### src/rtl/pipeline_perf_pkg.sv
// Shared encodings for the pipeline performance monitor: FSM states and the
// shadow-counter address map.
package pipeline_perf_pkg;

  localparam logic [1:0] IDLE   = 2'd0;
  localparam logic [1:0] RUN    = 2'd1;
  localparam logic [1:0] HALTED = 2'd2;

  localparam int ADDR_CYCLE  = 0;
  localparam int ADDR_RETIRE = 1;

  function automatic int stall_addr(input int idx);
    return 2 + idx;
  endfunction

  function automatic int flush_addr(input int num_stages, input int idx);
    return 2 + num_stages + idx;
  endfunction

endpackage

### src/rtl/perf_sat_counter.sv
// Saturating up-counter: holds at all-ones instead of wrapping.
module perf_sat_counter #(
  parameter int CNT_WIDTH = 32
) (
  input  logic                 clock,
  input  logic                 reset,
  input  logic                 clr,
  input  logic                 en,
  input  logic                 inc,
  output logic [CNT_WIDTH-1:0] value,
  output logic                 sat
);

  assign sat = &value;

  always_ff @(posedge clock or posedge reset) begin
    if (reset) begin
      value <= '0;
    end else if (clr) begin
      value <= '0;
    end else if (en && inc && !sat) begin
      value <= value + 1'b1;
    end
  end

endmodule

### src/rtl/pipeline_perf_monitor.sv
// Cycle/retire/stall/flush performance monitor with atomic shadow snapshot and
// registered read port. Optional retire watchdog: PERF_MON_WATCHDOG_EN.
module pipeline_perf_monitor
  import pipeline_perf_pkg::*;
#(
  parameter int NUM_STAGES = 5,
  parameter int CNT_WIDTH  = 32,
  parameter int WDOG_LIMIT = 1024
) (
  input  logic                                  clock,
  input  logic                                  reset,
  input  logic                                  start,
  input  logic                                  clear,
  input  logic                                  halt,
  input  logic                                  retire_valid,
  input  logic [NUM_STAGES-1:0]                 stage_stall,
  input  logic [NUM_STAGES-1:0]                 stage_flush,
  input  logic                                  snap_req,
  output logic                                  snap_done,
  input  logic                                  rd_en,
  input  logic [$clog2(2+2*NUM_STAGES)-1:0]     rd_addr,
  output logic [CNT_WIDTH-1:0]                  rd_data,
  output logic                                  rd_valid,
  output logic [1:0]                            state,
  output logic                                  sat_flag,
  output logic                                  hang_flag
);

  localparam int NUM_CNT = 2 + 2 * NUM_STAGES;

  logic [NUM_CNT-1:0]   inc_vec;
  logic [NUM_CNT-1:0]   sat_vec;
  logic [CNT_WIDTH-1:0] live   [NUM_CNT];
  logic [CNT_WIDTH-1:0] shadow [NUM_CNT];
  logic                 running;
  logic                 trip;
  logic [1:0]           state_next;

  assign running = (state == RUN);

  always_comb begin
    inc_vec              = '0;
    inc_vec[ADDR_CYCLE]  = 1'b1;
    inc_vec[ADDR_RETIRE] = retire_valid;
    for (int i = 0; i < NUM_STAGES; i++) begin
      inc_vec[stall_addr(i)]             = stage_stall[i];
      inc_vec[flush_addr(NUM_STAGES, i)] = stage_flush[i];
    end
  end

  for (genvar g = 0; g < NUM_CNT; g++) begin : g_cnt
    perf_sat_counter #(.CNT_WIDTH(CNT_WIDTH)) u_cnt (
      .clock (clock),
      .reset (reset),
      .clr   (clear),
      .en    (running),
      .inc   (inc_vec[g]),
      .value (live[g]),
      .sat   (sat_vec[g])
    );
  end

  // Counters only return to zero through clear/reset, so any counter at
  // all-ones is exactly the sticky saturation condition.
  assign sat_flag = |sat_vec;

`ifdef PERF_MON_WATCHDOG_EN
  localparam int GAP_W = $clog2(WDOG_LIMIT + 1);

  logic [GAP_W-1:0] gap;
  logic             hang;

  assign trip      = running && (gap >= GAP_W'(WDOG_LIMIT));
  assign hang_flag = hang;

  always_ff @(posedge clock or posedge reset) begin
    if (reset) begin
      gap  <= '0;
      hang <= 1'b0;
    end else if (clear) begin
      gap  <= '0;
      hang <= 1'b0;
    end else begin
      if (running) begin
        if (retire_valid)  gap <= '0;
        else if (!trip)    gap <= gap + 1'b1;
      end
      if (trip) hang <= 1'b1;
    end
  end
`else
  assign trip      = 1'b0;
  assign hang_flag = 1'b0;
`endif

  always_comb begin
    state_next = state;
    case (state)
      IDLE:    if (start) state_next = RUN;
      RUN:     if (halt || trip) state_next = HALTED;
      HALTED:  state_next = HALTED;
      default: state_next = IDLE;
    endcase
    if (clear) state_next = IDLE;
  end

  always_ff @(posedge clock or posedge reset) begin
    if (reset) state <= IDLE;
    else       state <= state_next;
  end

  // Shadow captures the pre-edge live values, so a snapshot coinciding with
  // clear keeps the old counts; reads see the shadow before this edge's capture.
  always_ff @(posedge clock or posedge reset) begin
    if (reset) begin
      for (int i = 0; i < NUM_CNT; i++) shadow[i] <= '0;
      snap_done <= 1'b0;
      rd_valid  <= 1'b0;
      rd_data   <= '0;
    end else begin
      snap_done <= snap_req;
      if (snap_req) begin
        for (int i = 0; i < NUM_CNT; i++) shadow[i] <= live[i];
      end
      rd_valid <= rd_en;
      if (rd_en && (int'(rd_addr) < NUM_CNT)) rd_data <= shadow[rd_addr];
      else                                    rd_data <= '0;
    end
  end

endmodule

### config.mk
export PLATFORM = sky130hd
export DESIGN_NAME = pipeline_perf_monitor
export DESIGN_NICKNAME = d
export VERILOG_FILES = /design/src/rtl/pipeline_perf_pkg.sv /design/src/rtl/perf_sat_counter.sv /design/src/rtl/pipeline_perf_monitor.sv
export SDC_FILE = /design/constraint.sdc
export NUM_CORES = 2
export LEC_CHECK = 0
export CAP_MARGIN = 20
export CORE_MARGIN = 5
export CORE_UTILIZATION = 70
export CTS_BUF_LIST = sky130_fd_sc_hd__clkbuf_8
export DETAILED_ROUTE_END_ITERATION = 6
export MAX_ROUTING_LAYER = met4
export PLACE_DENSITY_LB_ADDON = 0.3
export SLEW_MARGIN = 20
export SYNTH_ARGS = -nofsm -noshare
export SYNTH_HDL_FRONTEND = slang
export SYNTH_SLANG_ARGS = --single-unit
### constraint.sdc
create_clock -name clock -period 57.6 [get_ports clock]
set_clock_uncertainty 0.1 [all_clocks]
set_input_delay 5.76 -clock clock [delete_from_list [all_inputs] [get_ports clock]]
set_output_delay 5.76 -clock clock [all_outputs]
set_load 0.02 [all_outputs]
==> run_results.csv <==
group,metric,value,unit
logic_synthesis,netlist-cell-type-count,69,
place,portBuffers,58,
global_routing,grt_pass1_vias,29700,
worst_setup_path,crit_path_end_kind,"output port",
cells_and_area,syn2layout_area_growth,9.64,%
job,drv_cap,0,
routing,firstDrtPassIters,6,
logic_synthesis,syn_nets,3555,
logic_synthesis,synth_ff_type,"dfrtp_1",
routing,maxUsedRoutingLayer,"met4",
routing,dr_total_vias,30600,
timing,slew_violations,0,
clock_tree,cts_resized,0,
routing,met1_length,40900,microns
routing,wl_met3,8970,microns
cells_and_area,layout-drive-gt1-share,22.1,%
clock_tree,cts.reportedPaths.clkPinSlew,0.06,ns
worst_setup_path,ff2ff_setup_slack,53.90,ns
global_routing,grt_pass1_wl,164000,microns
floorplan,core,56300,sq um
cells_and_area,layout.cells.most_common,"dfrtp_1",
global_routing,grt_overflow_total,0,
timing,fmax,0.101,GHz
logic_synthesis,synthCells,3518,
timing,finalSetupViolCount,0,
logic_synthesis,yosysWarnings,0,
place,hpwl,69700,microns
timing,timing_hold_violations_final,0,
routing,viasPerCell,6.98,
clock_tree,numClockSinks,804,
floorplan,die_h,248,microns
logic_synthesis,netlist_area,39600,sq um
place,gp_congestion,0.927,
routing,drc,0,
timing,rsz0062_at_grt,"no",
logic_synthesis,yosysSeqAreaShare,50.7,%
timing,worst_pin_slew,1.15,ns
worst_setup_path,crit_path_max_fanout,7,
routing,ant_nets,0,
timing,setup_ws,47.72,ns
clock_tree,numCtsBuffers,133,
logic_synthesis,synthArstFlopShare,100,%
global_routing,antenna_found_initial,1,
pwr,p_per_area,26.9,nW/um^2
floorplan,initial_core_util,70.4,%
worst_setup_path,critPathKind,"reg -> out",
timing,layout_min_cycle_time,9.88,ns
run_status,outcome,"completed",
global_routing,grt_max_degree,198,
logic_synthesis,avgSynthCellArea,11.3,sq um
global_routing,grt_use_total,34.9,%
logic_synthesis,synth_seq_cells,804,
floorplan,dieArea,61500,sq um
timing,relSlewSlack,23.1,%
pwr,irDropWorstVdd,0.0254,mV
logic_synthesis,synth_edf_count,0,
clock_tree,cts_tree,"yes",
floorplan,rows,87,
cells_and_area,final_cell_mix,"804 x dfrtp_1, 414 x mux2_2, 254 x a21oi_1",
clock_tree,cts_max_level,4,
logic_synthesis,yosys.area.top_type_share,50.7,%
routing,drt_iter0_markers,3350,
clock_tree,max-clock-path-buffers,3,
clock_tree,cts_setup_buffers,0,
routing,wl_met2,48100,microns
timing,post-route-period-util,17.1,%
worst_setup_path,required,51.74,ns
worst_setup_path,crit_arrival,4.02,ns
routing,wirelength,103000,microns
floorplan,boundaryPins,60,
hold_path,min_path_type,"reg -> reg",
logic_synthesis,yosysTopAreaCell,"dfrtp_1",
worst_setup_path,crit_path_start_kind,"flip-flop",
routing,wl_per_cell,23.5,microns
place,dp_slack,47.56,ns
clock_tree,root_buffer,"clkbuf_8",
timing,setup_tns,0,ns
cells_and_area,finalNetCount,3565,
clock_tree,clkLatencyLatePin,0.80,ns
floorplan,fp.dieW,248,microns
clock_tree,cts_hold_buf,0,
logic_synthesis,synth.area.top_cells,"dfrtp_1 51%, mux2_2 12%, mux4_2 5.5%",
pwr,leakage,18.5,nW
cells_and_area,fill_cells,3381,
## where the power goes
group	total (mW)	switching (mW)	leakage, nW	internal (mW)
Sequential	0.579	0.00769	11.2	0.572
Combinational	0.0816	0.0568	5.77	0.0248
Clock	0.506	0.234	1.51	0.272
Total	1.17	0.299	18.5	0.869
## final cells by class
cell class | instances | area, sq um | area share [%]
Timing Repair Buffer | 97 | 961 | 2.21
Sequential cell | 804 | 20100 | 46.3
Clock buffer | 172 | 2370 | 5.45
Inverter | 80 | 308 | 0.708
Antenna cell | 2 | 5.00 | 0.0115
Tap cell | 756 | 946 | 2.18
Clock inverter | 64 | 332 | 0.763
Multi-Input combinational cell | 2412 | 18400 | 42.4
## cells in the mapped netlist, drive strengths merged, types with 5 or more instances
master,count
o31a,5
a21oi,254
o22ai,33
and2,57
a31o,5
nor4b,5
dfrtp,804
clkbuf,194
o2111ai,9
ha,15
or3,145
mux2i,39
nand4,123
xnor2,64
nor2b,31
o211ai,8
inv,80
a31oi,9
or2,11
nand3b,8
nand4b,6
and4,49
a211oi,23
a311oi,6
mux4,96
a2111oi,13
nor3,34
and3,39
o21ai,146
xor2,21
o21ba,5
nor4,37
o41ai,6
nor2,173
buf,28
nand2,147
nand3,151
or4,104
o31ai,91
mux2,415
## routing by layer
layer / GRT usage, % / vias to the layer above
met1: 47.7 / 15500
met3: 7.05 / 297
li1: - / 13300
met4: 15.6 / 0
met5: - / -
met2: 51.7 / 1581
## stage by stage
step	utilization (%)	hold slack [ns]	total power, mW	std cells	instance area [sq um]
floorplan	-	0.375	0.646	3518	39600
global placement	72.2	0.384	0.666	4146	40700
detailed placement	72.2	0.391	0.670	4146	40700
CTS	77.0	0.406	1.17	4382	43400
global route	77.2	0.419	1.21	4386	43500
finish	77.2	0.404	1.17	4387	43500
## logic make-up after synthesis
logic type               after synthesis  synth area share [%]
flip-flops                           804                  50.7
multiplexers                         550                  18.2
XOR/XNOR                              85                  1.88
other                                  1               0.00946
AND/OR/NAND/NOR                     1130                  16.1
AO/OA/AOI/OAI                        631                  9.57
buffers and inverters                302                  2.95
adder cells (fa/ha/maj)               15                 0.473
## registers in the layout, summed over array words and instances (netlist names)
name,count
g_cnt.u_cnt.value,384
rd_data,32
rd_valid,1
shadow,384
snap_done,1
state,2
## worst max-delay path, stage by stage (launching register included)
cell and delay (ns):
dfrtp_1 0.43, nand4_1 0.26, or4_1 0.77, nor3_1 0.72, a211o_1 0.17, or4_1 0.18
clkdlybuf4s50_1 0.67
## path summary, 6_finish.rpt
path | startpoint | endpoint | cells after the start
setup / recovery | g_cnt[9].u_cnt.value[18] | sat_flag | 6
hold / removal | shadow[21] | shadow[21] | 1
setup reg to reg | state[1] | g_cnt[5].u_cnt.value[31] | 8
hold reg to reg | shadow[21] | shadow[21] | 1
max in group asynchronous | reset | g_cnt[10].u_cnt.value[0] | 5
min in group asynchronous | reset | g_cnt[3].u_cnt.value[23] | 2
Power figures use the tool's default switching activity.
